**config.mk**
```make
export PLATFORM = sky130hd
export DESIGN_NAME = mem_arbiter_flat
export DESIGN_NICKNAME = d
export VERILOG_FILES = /design/src/rtl/mem_arbiter_if.sv /design/src/rtl/mem_arbiter.sv /design/src/flat_wrapper.sv
export SDC_FILE = /design/constraint.sdc
export NUM_CORES = 1
export LEC_CHECK = 0
export ABC_AREA = 1
export ABC_CLOCK_PERIOD_IN_PS = 4000
export CAP_MARGIN = 40
export CORE_AREA = 2 2 60 118
export DETAILED_ROUTE_END_ITERATION = 8
export DIE_AREA = 0 0 62 120
export PLACE_DENSITY = 0.87
export SYNTH_ARGS = -nofsm -noshare
export SYNTH_HDL_FRONTEND = slang
export SYNTH_SLANG_ARGS = --single-unit
```
**constraint.sdc**
```tcl
create_clock -name clk -period 4 [get_ports clk]
set_input_delay 0.6 -clock clk [delete_from_list [all_inputs] [get_ports clk]]
set_output_delay 0.6 -clock clk [all_outputs]
set_load 0.03 [all_outputs]
```
**src/rtl/mem_arbiter_if.sv**
```systemverilog
// Bundle shared by the memory arbiter: two requester ports plus the single BRAM port.
// Handshake: a requester holds reqN and its fields stable until a one-cycle gntN pulse; doneN (one cycle) later marks completion and qualifies rdata.
interface mem_arbiter_if #(
    parameter int ADDR_W = 16,
    parameter int DATA_W = 16
);
    logic              req0;
    logic              req1;
    logic              we0;
    logic              we1;
    logic [ADDR_W-1:0] addr0;
    logic [ADDR_W-1:0] addr1;
    logic [DATA_W-1:0] wdata0;
    logic [DATA_W-1:0] wdata1;
    logic              gnt0;
    logic              gnt1;
    logic              done0;
    logic              done1;
    logic [DATA_W-1:0] rdata;
    logic              busy;
    logic              bram_en;
    logic              bram_we;
    logic [ADDR_W-1:0] bram_addr;
    logic [DATA_W-1:0] bram_wdata;
    logic [DATA_W-1:0] bram_rdata;

    // Arbiter side
    modport slave (
        input  req0, req1, we0, we1, addr0, addr1, wdata0, wdata1, bram_rdata,
        output gnt0, gnt1, done0, done1, rdata, busy,
        output bram_en, bram_we, bram_addr, bram_wdata
    );

    // Requesters and BRAM side
    modport master (
        output req0, req1, we0, we1, addr0, addr1, wdata0, wdata1, bram_rdata,
        input  gnt0, gnt1, done0, done1, rdata, busy,
        input  bram_en, bram_we, bram_addr, bram_wdata
    );
endinterface

```
**src/rtl/mem_arbiter.sv**
```systemverilog
// Round-robin arbiter sharing one registered-output BRAM port between two requesters,
// one transaction at a time with fixed-latency gnt/done pulses.
module mem_arbiter #(
    parameter int ADDR_W = 16,
    parameter int DATA_W = 16,
    parameter int RD_LAT = 2
) (
    input  logic        clk,
    input  logic        reset,
    mem_arbiter_if.slave bus,
    output logic [1:0]  state_dbg
);
    localparam int CNT_W = (RD_LAT > 1) ? $clog2(RD_LAT) : 1;

    typedef enum logic [1:0] {IDLE, ISSUE, WAIT, DONE} state_t;

    state_t            state, state_nx;
    logic              ptr;
    logic              owner;
    logic              we_q;
    logic [ADDR_W-1:0] addr_q;
    logic [DATA_W-1:0] wdata_q;
    logic [CNT_W-1:0]  cnt;
    logic [DATA_W-1:0] rdata_q;
    logic              win;
    logic              gnt0, gnt1, done0, done1, en, we;

    // Pointer only breaks ties; a lone requester always wins.
    always_comb win = (bus.req0 && bus.req1) ? ptr : bus.req1;

    always_ff @(posedge clk) begin
        if (reset) begin
            state   <= IDLE;
            ptr     <= 1'b0;
            owner   <= 1'b0;
            we_q    <= 1'b0;
            addr_q  <= '0;
            wdata_q <= '0;
            cnt     <= '0;
            rdata_q <= '0;
        end else begin
            state <= state_nx;
            case (state)
                IDLE: begin
                    if (bus.req0 || bus.req1) begin
                        owner   <= win;
                        ptr     <= ~win;
                        we_q    <= win ? bus.we1 : bus.we0;
                        addr_q  <= win ? bus.addr1 : bus.addr0;
                        wdata_q <= win ? bus.wdata1 : bus.wdata0;
                    end
                end
                ISSUE: begin
                    if (!we_q) cnt <= CNT_W'(RD_LAT - 1);
                end
                WAIT: begin
                    if (cnt == '0) rdata_q <= bus.bram_rdata;
                    else           cnt     <= cnt - 1'b1;
                end
                default: ;
            endcase
        end
    end

    always_comb begin
        state_nx = state;
        gnt0     = 1'b0;
        gnt1     = 1'b0;
        done0    = 1'b0;
        done1    = 1'b0;
        en       = 1'b0;
        we       = 1'b0;
        case (state)
            IDLE: begin
                if (bus.req0 || bus.req1) state_nx = ISSUE;
            end
            ISSUE: begin
                gnt0     = ~owner;
                gnt1     = owner;
                en       = 1'b1;
                we       = we_q;
                state_nx = we_q ? DONE : WAIT;
            end
            WAIT: begin
                en = 1'b1;
                if (cnt == '0) state_nx = DONE;
            end
            DONE: begin
                done0    = ~owner;
                done1    = owner;
                state_nx = IDLE;
            end
            default: state_nx = IDLE;
        endcase
    end

    assign bus.gnt0       = gnt0;
    assign bus.gnt1       = gnt1;
    assign bus.done0      = done0;
    assign bus.done1      = done1;
    assign bus.bram_en    = en;
    assign bus.bram_we    = we;
    assign bus.bram_addr  = addr_q;
    assign bus.bram_wdata = wdata_q;
    assign bus.rdata      = rdata_q;
    assign bus.busy       = (state != IDLE);
    assign state_dbg      = state;
endmodule

```
**src/flat_wrapper.sv**
```systemverilog
// flat-port wrapper written by rule: the top's interface ports become plain ports
module mem_arbiter_flat 
#(
    parameter int ADDR_W = 16,
    parameter int DATA_W = 16,
    parameter int RD_LAT = 2
)
  (clk, reset, state_dbg, bus_req0, bus_req1, bus_we0, bus_we1, bus_addr0, bus_addr1, bus_wdata0, bus_wdata1, bus_bram_rdata, bus_gnt0, bus_gnt1, bus_done0, bus_done1, bus_rdata, bus_busy, bus_bram_en, bus_bram_we, bus_bram_addr, bus_bram_wdata);
  mem_arbiter_if #(.ADDR_W(ADDR_W), .DATA_W(DATA_W)) bus_i ();
  input  logic clk;
  input  logic reset;
  output logic [1:0] state_dbg;
  input wire logic [$bits(bus_i.req0)-1:0] bus_req0;
  input wire logic [$bits(bus_i.req1)-1:0] bus_req1;
  input wire logic [$bits(bus_i.we0)-1:0] bus_we0;
  input wire logic [$bits(bus_i.we1)-1:0] bus_we1;
  input wire logic [$bits(bus_i.addr0)-1:0] bus_addr0;
  input wire logic [$bits(bus_i.addr1)-1:0] bus_addr1;
  input wire logic [$bits(bus_i.wdata0)-1:0] bus_wdata0;
  input wire logic [$bits(bus_i.wdata1)-1:0] bus_wdata1;
  input wire logic [$bits(bus_i.bram_rdata)-1:0] bus_bram_rdata;
  output wire logic [$bits(bus_i.gnt0)-1:0] bus_gnt0;
  output wire logic [$bits(bus_i.gnt1)-1:0] bus_gnt1;
  output wire logic [$bits(bus_i.done0)-1:0] bus_done0;
  output wire logic [$bits(bus_i.done1)-1:0] bus_done1;
  output wire logic [$bits(bus_i.rdata)-1:0] bus_rdata;
  output wire logic [$bits(bus_i.busy)-1:0] bus_busy;
  output wire logic [$bits(bus_i.bram_en)-1:0] bus_bram_en;
  output wire logic [$bits(bus_i.bram_we)-1:0] bus_bram_we;
  output wire logic [$bits(bus_i.bram_addr)-1:0] bus_bram_addr;
  output wire logic [$bits(bus_i.bram_wdata)-1:0] bus_bram_wdata;
  assign bus_i.req0 = bus_req0;
  assign bus_i.req1 = bus_req1;
  assign bus_i.we0 = bus_we0;
  assign bus_i.we1 = bus_we1;
  assign bus_i.addr0 = bus_addr0;
  assign bus_i.addr1 = bus_addr1;
  assign bus_i.wdata0 = bus_wdata0;
  assign bus_i.wdata1 = bus_wdata1;
  assign bus_i.bram_rdata = bus_bram_rdata;
  assign bus_gnt0 = bus_i.gnt0;
  assign bus_gnt1 = bus_i.gnt1;
  assign bus_done0 = bus_i.done0;
  assign bus_done1 = bus_i.done1;
  assign bus_rdata = bus_i.rdata;
  assign bus_busy = bus_i.busy;
  assign bus_bram_en = bus_i.bram_en;
  assign bus_bram_we = bus_i.bram_we;
  assign bus_bram_addr = bus_i.bram_addr;
  assign bus_bram_wdata = bus_i.bram_wdata;
  mem_arbiter #(.ADDR_W(ADDR_W), .DATA_W(DATA_W), .RD_LAT(RD_LAT)) u_core (.clk(clk), .reset(reset), .bus(bus_i), .state_dbg(state_dbg));
endmodule
```
==> run summary, run 1 <==
- **Post-Syn Nets** 489
- **Synth Cell Area** 2700 sq um
- **timing-limited maximum frequency** 0.397 GHz
- **reported leakage power** 1.97 nW
- **die outline area** 7440 sq um
- **slew at the pin closest to its max-slew limit** 0.919 ns
- **Mapped Avg Cell Area** 6.78 sq um
- **main flop type after synthesis** dfxtp_1
- **area of the core** 6570 sq um
- **combinational family with the most area after synthesis** simple AND/OR/NAND/NOR gates
- **fin nets** 618
- **DRC violation total after the first TritonRoute iteration** 162
- **post-route clock period utilization** 0.629
- **total of buffers placed on input and output ports** 142
- **count of buffers added by post-CTS timing repair for setup** 0
- **setup violators final** 0
- **insertion delay to the later sink of the worst-skew pair** 0.29 ns
- **family with the most delay on the worst path** buffers and inverters
- **post-DP HPWL** 5930 um
- **sequential area share after synthesis** 0.401
- **skew final** 0.00921 ns
- **number of iterations in the first detailed-routing pass** 4
- **Synth area leader** dfxtp_1
- **post-cts resize count** 0
- **sum of negative setup slack** 0 ns
- **fraction of synthesized cell area in xor and xnor cells** 0
- **most common cell in the synthesized netlist** nor2_1
- **final routed wirelength across all metal layers** 8090 um
- **data required time at the worst endpoint** 3.40 ns
- **number of buffers and inverters on the critical path** 3
- **unrepaired setup endpoints after global routing** false
- **DRC violations left** 0
- **Hold-fix buffers, CTS** 0
- **PD cells** 653 nW/um^2
- **overall routing resource usage** 0.222
- **antenna viol nets, final** 0
- **ys async rst share** 0
- **adder-cell share of the synthesized area** 0.0232
- **GR Overflow Total** 0
- **vias per cell** 4.80
- **instance count of the mapped netlist** 398
- **Cell Rows** 42
- **largest net degree at the start of global routing** 38
- **count of H-tree levels built during CTS** 2
- **crit path launch type** flip-flop
- **dominant cells by area after synthesis** dfxtp_1 (40%), nor2_1 (13%), nand2_1 (11%), nand4_1 (7.7%), inv_1 (6.3%)
- **via count of the first global-routing pass** 2947
- **GPL Wtd Cong** 0.766
- **number of maximum-capacitance violations** 0
- **ant diodes** 0
- **clock tree from TritonCTS** built
- **outcome** finished, final reports clean
- **Root Driver** clkbuf_16
- **worst vdd rail ir drop** 429 uV
- **final std cell area, no fill** 4300 sq um
- **Filler cells** 566
- **Vias** 2959
- **floorplan die height** 120 um
- **Final Critical Period** 2.52 ns
- **Cell variety after synth** 22
- **Post-synth EDFFs** 0
- **synthesis-stage register bit count** 54
- **clock slew at reported path FFs** 0.06 ns
- **standard cell with the maximum stage delay on the critical path** clkdlybuf4s50_1
- **initial antenna violation count** 0
- **data arrival time at the worst-slack endpoint** 1.92 ns
- **worst rel slew slack** 0.385
- **deepest clock path buffer count** 2
- **maximum fanout along the worst path** 6
- **starting density of the core** 0.411
- **Chip Width** 62 um
- **CTS buffer count** 5
- **post-synthesis share of cell area spent on and, or, nand and nor gates** 0.425
- **path class of the lowest-slack min-delay path** flip-flop to flip-flop
- **IO Pins** 143
- **Max stage delay on crit path** 0.70 ns
- **most frequent cells after synthesis** nor2_1 (90), nand2_1 (79), dfxtp_1 (54)
- **number of warning messages in the yosys log** 0
- **area share of the largest cell type after synthesis** 0.401
- **power consumption** 2.81 mW
- **fraction of the mapped netlist area in compound gates** 0.0450
- **wire length per cell after detailed routing** 13.1 um
- **Slew Limit Fails** 0
- **startpoint-to-endpoint class of the critical path** flip-flop to output port
- **Placement Cell Area** 4130 sq um
- **count of final hold-check violations** 0
- **mux share of post-synthesis cell area** 0
- **share of layout cells above drive strength 1** 0.0720
- **synthesis-to-finish area growth** 59.3%
- **Sink Count** 54
- **global-route wire length before repair** 12800 um
- **critical path, cell by cell** inv_1 > ha_1 > inv_2 > clkdlybuf4s50_1
- **critical path endpoint category** output port
## per-stage QoR
step / instances / util / hold slack, ns / setup slack, ns
2_1_floorplan: 398 / - / 0.444 / 2.11
3_3_place_gp: 607 / 0.628 / 0.458 / 1.64
3_5_place_dp: 608 / 0.629 / 0.465 / 1.59
4_1_cts: 616 / 0.654 / 0.475 / 1.46
5_1_grt: 616 / 0.654 / 0.510 / 1.39
6_report: 616 / 0.654 / 0.479 / 1.48
## flip-flops by register name (all words and copies together), names as in the netlist
name and cells:
u_core.bus.rdata 16, u_core.ptr 1, u_core.cnt 1, u_core.bus.bram_addr 16
u_core.state_dbg 2, u_core.we_q 1, u_core.bus.bram_wdata 16, u_core.owner 1
## tightest hold or removal path: cells and delay by family, from the launching register on
kind	cells	cell delay (ns)
flip-flops	1	0.32
AND/OR/NAND/NOR	1	0.06
AO/OA/AOI/OAI	1	0.06
## routing by layer
layer | vias up | GRT usage | routed length [um]
met4 | 0 | 0.0878 | 216
met2 | 123 | 0.400 | 4490
met1 | 1310 | 0.232 | 2840
met3 | 20 | 0.0485 | 536
li1 | 1506 | - | -
met5 | - | 0 | 0
## placed cells by master, fill, tap and decap left out, drive strengths merged
cell	Yosys	routed
ha	5	5
a21oi	4	4
o21ai	18	18
bufinv	0	1
dfxtp	54	54
nand3b	1	1
nand3	21	21
inv	46	46
buf	17	4
clkinv	0	2
clkdlybuf4s50	0	141
clkbuf	6	5
nor2	111	111
nand2	82	82
nand4	33	33
## logic make-up (layout without fill, tap and decap cells)
family	count (synthesis)	after routing
and+or+nand+nor	248	248
buffers and inverters	69	199
DFF	54	54
AOI/OAI and AO/OA	22	22
adders and majority gates	5	5
## final cells by class
type                       instances  area [sq um]  area share
timing repair buffer             145          1440       0.335
clock buffer                       5           125      0.0291
tap                               88           110      0.0256
inverter                          46           173      0.0402
multi-input combinational        275          1330       0.309
clock inverter                     3          40.0     0.00932
sequential                        54          1080       0.252
## final timing paths
kind | startpoint | endpoint | slack (ns) | depth (start not counted)
hold / removal | u_core.ptr$_SDFFE_PP0P_ | u_core.ptr$_SDFFE_PP0P_ | 0.48 | 2
setup / recovery | u_core.state_dbg[0]$_SDFFE_PP0P_ | bus_busy | 1.48 | 4
hold reg to reg | u_core.ptr$_SDFFE_PP0P_ | u_core.ptr$_SDFFE_PP0P_ | 0.48 | 2
setup reg to reg | u_core.state_dbg[0]$_SDFFE_PP0P_ | u_core.bus.bram_addr[0]$_SDFFE_PP0P_ | 2.04 | 8
## where the power goes
part	total, mW	switching (mW)	internal [mW]
logic	1.53	0.952	0.580
clock network	0.481	0.187	0.293
registers	0.793	0.0955	0.698
Power figures use the tool's default switching activity.
==> inputs of run 2 (changes only) <==
--- a/config.mk
+++ b/config.mk
@@ -6,12 +6,12 @@
 export NUM_CORES = 1
 export LEC_CHECK = 0
 export ABC_AREA = 1
-export ABC_CLOCK_PERIOD_IN_PS = 4000
+export ABC_CLOCK_PERIOD_IN_PS = 2500
 export CAP_MARGIN = 40
-export CORE_AREA = 2 2 60 118
+export CORE_AREA = 2 2 62 123
 export DETAILED_ROUTE_END_ITERATION = 8
-export DIE_AREA = 0 0 62 120
-export PLACE_DENSITY = 0.87
+export DIE_AREA = 0 0 64 125
+export PLACE_DENSITY = 0.81
 export SYNTH_ARGS = -nofsm -noshare
 export SYNTH_HDL_FRONTEND = slang
 export SYNTH_SLANG_ARGS = --single-unit
==> constraint.sdc (replaced) <==
create_clock -name clk -period 2.5 [get_ports clk]
set_input_delay 0.375 -clock clk [delete_from_list [all_inputs] [get_ports clk]]
set_output_delay 0.375 -clock clk [all_outputs]
set_load 0.03 [all_outputs]
==> run summary, run 2 (synthesis results as in run 1) <==
- **initial antenna violation count** 0
- **share of layout cells above drive strength 1** 0.0755
- **worst r2r path cells** 9
- **overall routing resource usage** 0.196
- **Slew Limit Fails** 0
- **timing-limited maximum frequency** 0.435 GHz
- **clock slew at reported path FFs** 0.07 ns
- **GR Overflow Total** 0
- **largest net degree at the start of global routing** 37
- **ant diodes** 0
- **most frequent cells in the layout** clkdlybuf4s50_1 (142), nor2_1 (89), nand2_1 (79), dfxtp_1 (54), inv_1 (45)
- **unrepaired setup endpoints after global routing** false
- **fin nets** 621
- **global-route wire length before repair** 12800 um
- **area of the core** 7100 sq um
- **worst vdd rail ir drop** 559 uV
- **CTS buffer count** 5
- **total of buffers placed on input and output ports** 142
- **GPL Wtd Cong** 0.778
- **starting density of the core** 0.380
- **floorplan die height** 125 um
- **number of iterations in the first detailed-routing pass** 4
- **commonest non-fill, non-tap cell in the layout** clkdlybuf4s50_1
- **skew final** 0.00542 ns
- **Placement Cell Area** 4180 sq um
- **final std cell area, no fill** 4350 sq um
- **share of the core filled with cells in the final layout** 0.612
- **DRC violation total after the first TritonRoute iteration** 287
- **register-to-register path setup slack** 0.56 ns
- **post-route clock period utilization** 0.919
- **vias per cell** 4.73
- **count of final hold-check violations** 0
- **Cell Rows** 44
- **Final Critical Period** 2.30 ns
- **insertion delay to the later sink of the worst-skew pair** 0.29 ns
- **via count of the first global-routing pass** 2737
- **critical register-to-register path endpoint** u_core.bus.bram_addr[5]$_SDFFE_PP0P_
- **hold path start** u_core.ptr$_SDFFE_PP0P_
- **die outline area** 8000 sq um
- **count of buffers added by post-CTS timing repair for setup** 0
- **outcome** finished, final reports clean
- **slew at the pin closest to its max-slew limit** 0.668 ns
- **deepest clock path buffer count** 2
- **antenna viol nets, final** 0
- **setup violators final** 0
- **data required time at the worst endpoint** 2.12 ns
- **Sink Count** 54
- **Root Driver** clkbuf_16
- **synthesis-to-finish area growth** 61.2%
- **crit path launch type** flip-flop
- **Endpoint, Worst Hold** u_core.ptr$_SDFFE_PP0P_
- **clock tree from TritonCTS** built
- **number of maximum-capacitance violations** 0
- **area taken by flip-flops and latches** 1080 sq um
- **path class of the lowest-slack min-delay path** flip-flop to flip-flop
- **instance count along the most critical hold path** 2
- **post-DP HPWL** 5440 um
- **worst rel slew slack** 0.554
- **startpoint-to-endpoint class of the critical path** flip-flop to output port
- **IO Pins** 143
- **maximum fanout along the worst path** 6
- **DRC violations left** 0
- **power consumption** 4.56 mW
- **critical path endpoint category** output port
- **data arrival time at the worst-slack endpoint** 1.92 ns
- **Filler cells** 640
- **wire length per cell after detailed routing** 12.5 um
- **final routed wirelength across all metal layers** 7790 um
- **Chip Width** 64 um
- **count of H-tree levels built during CTS** 2
- **reg-to-reg startpoint** u_core.state_dbg[0]$_SDFFE_PP0P_
- **reported leakage power** 1.99 nW
- **combined area of the multi-input logic cells** 1330 sq um
- **Vias** 2942
- **sum of negative setup slack** 0 ns
- **PD cells** 1050 nW/um^2
-- run 2: stage by stage --
stage | instances | hold slack, ns | worst slack [ns]
after global routing | 622 | 0.478 | 0.125
after global placement | 615 | 0.453 | 0.357
after floorplan | 398 | 0.444 | 0.614
final | 622 | 0.466 | 0.201
after CTS | 622 | 0.467 | 0.197
after detailed placement | 615 | 0.456 | 0.264
-- run 2: worst max path at each step --
| stage | endpoint | start | cells past startpoint |
|---|---|---|---|
| final | bus_busy | u_core.state_dbg[0]$_SDFFE_PP0P_ | 4 |
| after global routing | bus_bram_en | u_core.state_dbg[0]$_SDFFE_PP0P_ | 3 |
| after global placement | u_core.bus.rdata[5]$_SDFFE_PP0P_ | u_core.state_dbg[0]$_SDFFE_PP0P_ | 7 |
| after floorplan | u_core.bus.bram_addr[10]$_SDFFE_PP0P_ | u_core.state_dbg[0]$_SDFFE_PP0P_ | 10 |
| after detailed placement | u_core.bus.rdata[10]$_SDFFE_PP0P_ | u_core.state_dbg[0]$_SDFFE_PP0P_ | 7 |
| after CTS | bus_bram_en | u_core.state_dbg[0]$_SDFFE_PP0P_ | 3 |
-- run 2: cell type report --
class                           count  share of cell area
Sequential cell                    54               0.249
Inverter                           46              0.0397
Multi-Input combinational cell    275               0.306
Timing Repair Buffer              148               0.340
Clock buffer                        6              0.0319
Clock inverter                      1             0.00690
Tap cell                           92              0.0265
-- run 2: layer usage --
metal  up-vias  wire (um)  track usage
met2       150       3360        0.301
met5         -          0            0
met3         7        790       0.0450
met1      1281       3530        0.268
li1       1504          -            -
met4         0        113       0.0691
-- run 2: power by group --
group	leakage (nW)	internal, mW	total, mW	switching, mW
registers	0.444	1.12	1.26	0.148
logic	1.46	0.962	2.49	1.53
clock network	0.0829	0.495	0.799	0.305
-- run 2: timing repair --
| action | in CTS | in global routing |
|---|---|---|
| hold endpoints to repair | 0 | 0 |
| endpoints found under the setup margin | 0 | 16 |
| gates resized for setup | 0 | 1 |
| hold buffers | 0 | 0 |
-- run 2: worst max-delay path, stage by stage, from the launching register on --
cell and delay [ns]:
dfxtp_1 0.43, inv_1 0.13, ha_1 0.25, inv_2 0.11, clkdlybuf4s50_1 0.71
==> inputs of run 3 (changes only) <==
--- a/config.mk
+++ b/config.mk
@@ -11,7 +11,8 @@
 export CORE_AREA = 2 2 62 123
 export DETAILED_ROUTE_END_ITERATION = 8
 export DIE_AREA = 0 0 64 125
-export PLACE_DENSITY = 0.81
+export PLACE_DENSITY = 0.85
 export SYNTH_ARGS = -nofsm -noshare
 export SYNTH_HDL_FRONTEND = slang
 export SYNTH_SLANG_ARGS = --single-unit
+export TNS_END_PERCENT = 30
==> run summary, run 3 (synthesis results as in run 1) <==
- **outcome** finished, final reports clean
- **IO Pins** 143
- **hold slack final** 0.467 ns
- **skew final** 0.00601 ns
- **fin nets** 623
- **Cell Rows** 44
- **via count of the first global-routing pass** 2757
- **largest net degree at the start of global routing** 37
- **wire length per cell after detailed routing** 12.5 um
- **clock network power share** 0.175
- **switching part of the total** 0.440
- **global-route wire length before repair** 12800 um
- **DRC violations left** 0
- **standard cell with the maximum stage delay on the critical path** clkdlybuf4s50_1
- **count of H-tree levels built during CTS** 2
- **unrepaired setup endpoints after global routing** false
- **Internal Pwr Total** 2.56 mW
- **switching power** 2.02 mW
- **timing-limited maximum frequency** 0.431 GHz
- **data required time at the worst endpoint** 2.12 ns
- **final std cell area, no fill** 4370 sq um
- **number of buffers and inverters on the critical path** 3
- **total of buffers placed on input and output ports** 142
- **CTS buffer count** 5
- **ant diodes** 0
- **Max stage delay on crit path** 0.70 ns
- **Placement Cell Area** 4190 sq um
- **count of buffers added by post-CTS timing repair for setup** 0
- **Sequential Power Share** 0.277
- **number of maximum-capacitance violations** 0
- **post-cts resize count** 0
- **share of layout cells above drive strength 1** 0.0807
- **initial antenna violation count** 0
- **synthesis-to-finish area growth** 61.8%
- **antenna viol nets, final** 0
- **combinational share of power** 0.548
- **worst rel slew slack** 0.543
- **floorplan die height** 125 um
- **critical path endpoint category** output port
- **area of the core** 7100 sq um
- **final routed wirelength across all metal layers** 7810 um
- **Placement Setup Slack** 0.269 ns
- **Hold-fix buffers, CTS** 0
- **clock slew at reported path FFs** 0.07 ns
- **crit path launch type** flip-flop
- **insertion delay to the later sink of the worst-skew pair** 0.30 ns
- **worst vdd rail ir drop** 768 uV
- **post-DP HPWL** 5540 um
- **PD cells** 1050 nW/um^2
- **sum of negative setup slack** 0 ns
- **Root Driver** clkbuf_16
- **slew at the pin closest to its max-slew limit** 0.684 ns
- **overall routing resource usage** 0.195
- **die outline area** 8000 sq um
- **Filler cells** 625
- **Vias** 2974
- **commonest non-fill, non-tap cell in the layout** clkdlybuf4s50_1
- **Sink Count** 54
- **number of iterations in the first detailed-routing pass** 4
- **maximum fanout along the worst path** 6
- **DRC violation total after the first TritonRoute iteration** 252
- **deepest clock path buffer count** 2
- **path class of the lowest-slack min-delay path** flip-flop to flip-flop
- **most frequent cells in the layout** clkdlybuf4s50_1 (142), nor2_1 (89), nand2_1 (79), dfxtp_1 (54), inv_1 (45)
- **post-route clock period utilization** 0.927
- **vias per cell** 4.76
- **family with the most delay on the worst path** buffers and inverters
- **GR Overflow Total** 0
- **final worst setup slack** 0.181 ns
- **GPL Wtd Cong** 0.789
- **starting density of the core** 0.380
- **reported leakage power** 1.99 nW
- **Slew Limit Fails** 0
- **startpoint-to-endpoint class of the critical path** flip-flop to output port
- **critical path, cell by cell** inv_1 > ha_1 > inv_2 > clkdlybuf4s50_1
- **Final Critical Period** 2.32 ns
- **setup violators final** 0
- **clock tree from TritonCTS** built
- **data arrival time at the worst-slack endpoint** 1.94 ns
- **power consumption** 4.58 mW
- **count of final hold-check violations** 0
- **Chip Width** 64 um
==> run 3: cell types whose count changed in the layout (fill, tap and decap cells not counted), sizes merged <==
cell / previous run / this run
buf: 6 / 8
clkinvlp: 0 / 2
clkbuf: 6 / 5
==> run 3: routing by layer <==
| layer | part of all wire | global-route usage | vias up | routed length, um |
|---|---|---|---|---|
| li1 | - | - | 1509 | - |
| met1 | 0.43 | 0.254 | 1305 | 3330 |
| met2 | 0.44 | 0.307 | 153 | 3470 |
| met3 | 0.12 | 0.0629 | 7 | 919 |
| met4 | 0.012 | 0.0550 | 0 | 91 |
| met5 | 0 | 0 | - | 0 |
==> run 3: through the flow <==
step,util,cells
after global placement,0.590,617
after CTS,0.614,625
after global routing,0.615,625
final,0.615,625
after floorplan,-,398
after detailed placement,0.590,617
==> run 3: power by group through the flow <==
stage	logic (mW)	clock network, mW	registers, mW
3_5_place_dp	2.51	0	1.28
5_1_grt	2.73	0.842	1.30
2_1_floorplan	1.14	0	1.72
3_3_place_gp	2.49	0	1.27
6_report	2.51	0.800	1.27
4_1_cts	2.52	0.815	1.27
==> run 3: final cells by class <==
| cell class | instances | area (sq um) | area share |
|---|---|---|---|
| inverters | 46 | 173 | 0.0396 |
| multi-input cells | 275 | 1330 | 0.305 |
| well taps | 92 | 115 | 0.0264 |
| clock inverters | 3 | 45.0 | 0.0103 |
| flip-flops and latches | 54 | 1080 | 0.248 |
| clock buffers | 5 | 125 | 0.0287 |
| repair buffers | 150 | 1490 | 0.342 |
==> run 3: worst reg2reg max path: stages (launching register included) <==
cell     delay, ns
dfxtp_1       0.37
inv_1         0.14
ha_1          0.24
buf_4         0.39
o21ai_4       0.23
buf_4         0.23
nand2_1       0.06
nand2_1       0.05
nor2_1        0.09
nor2_1        0.04
==> run 3: worst paths after layout <==
kind	start	endpoint	slack (ns)	depth (start not counted)
setup / recovery	u_core.state_dbg[0]$_SDFFE_PP0P_	bus_busy	0.18	4
hold / removal	u_core.ptr$_SDFFE_PP0P_	u_core.ptr$_SDFFE_PP0P_	0.47	2
setup reg to reg	u_core.state_dbg[0]$_SDFFE_PP0P_	u_core.we_q$_SDFFE_PP0P_	0.55	9
hold reg to reg	u_core.ptr$_SDFFE_PP0P_	u_core.ptr$_SDFFE_PP0P_	0.47	2
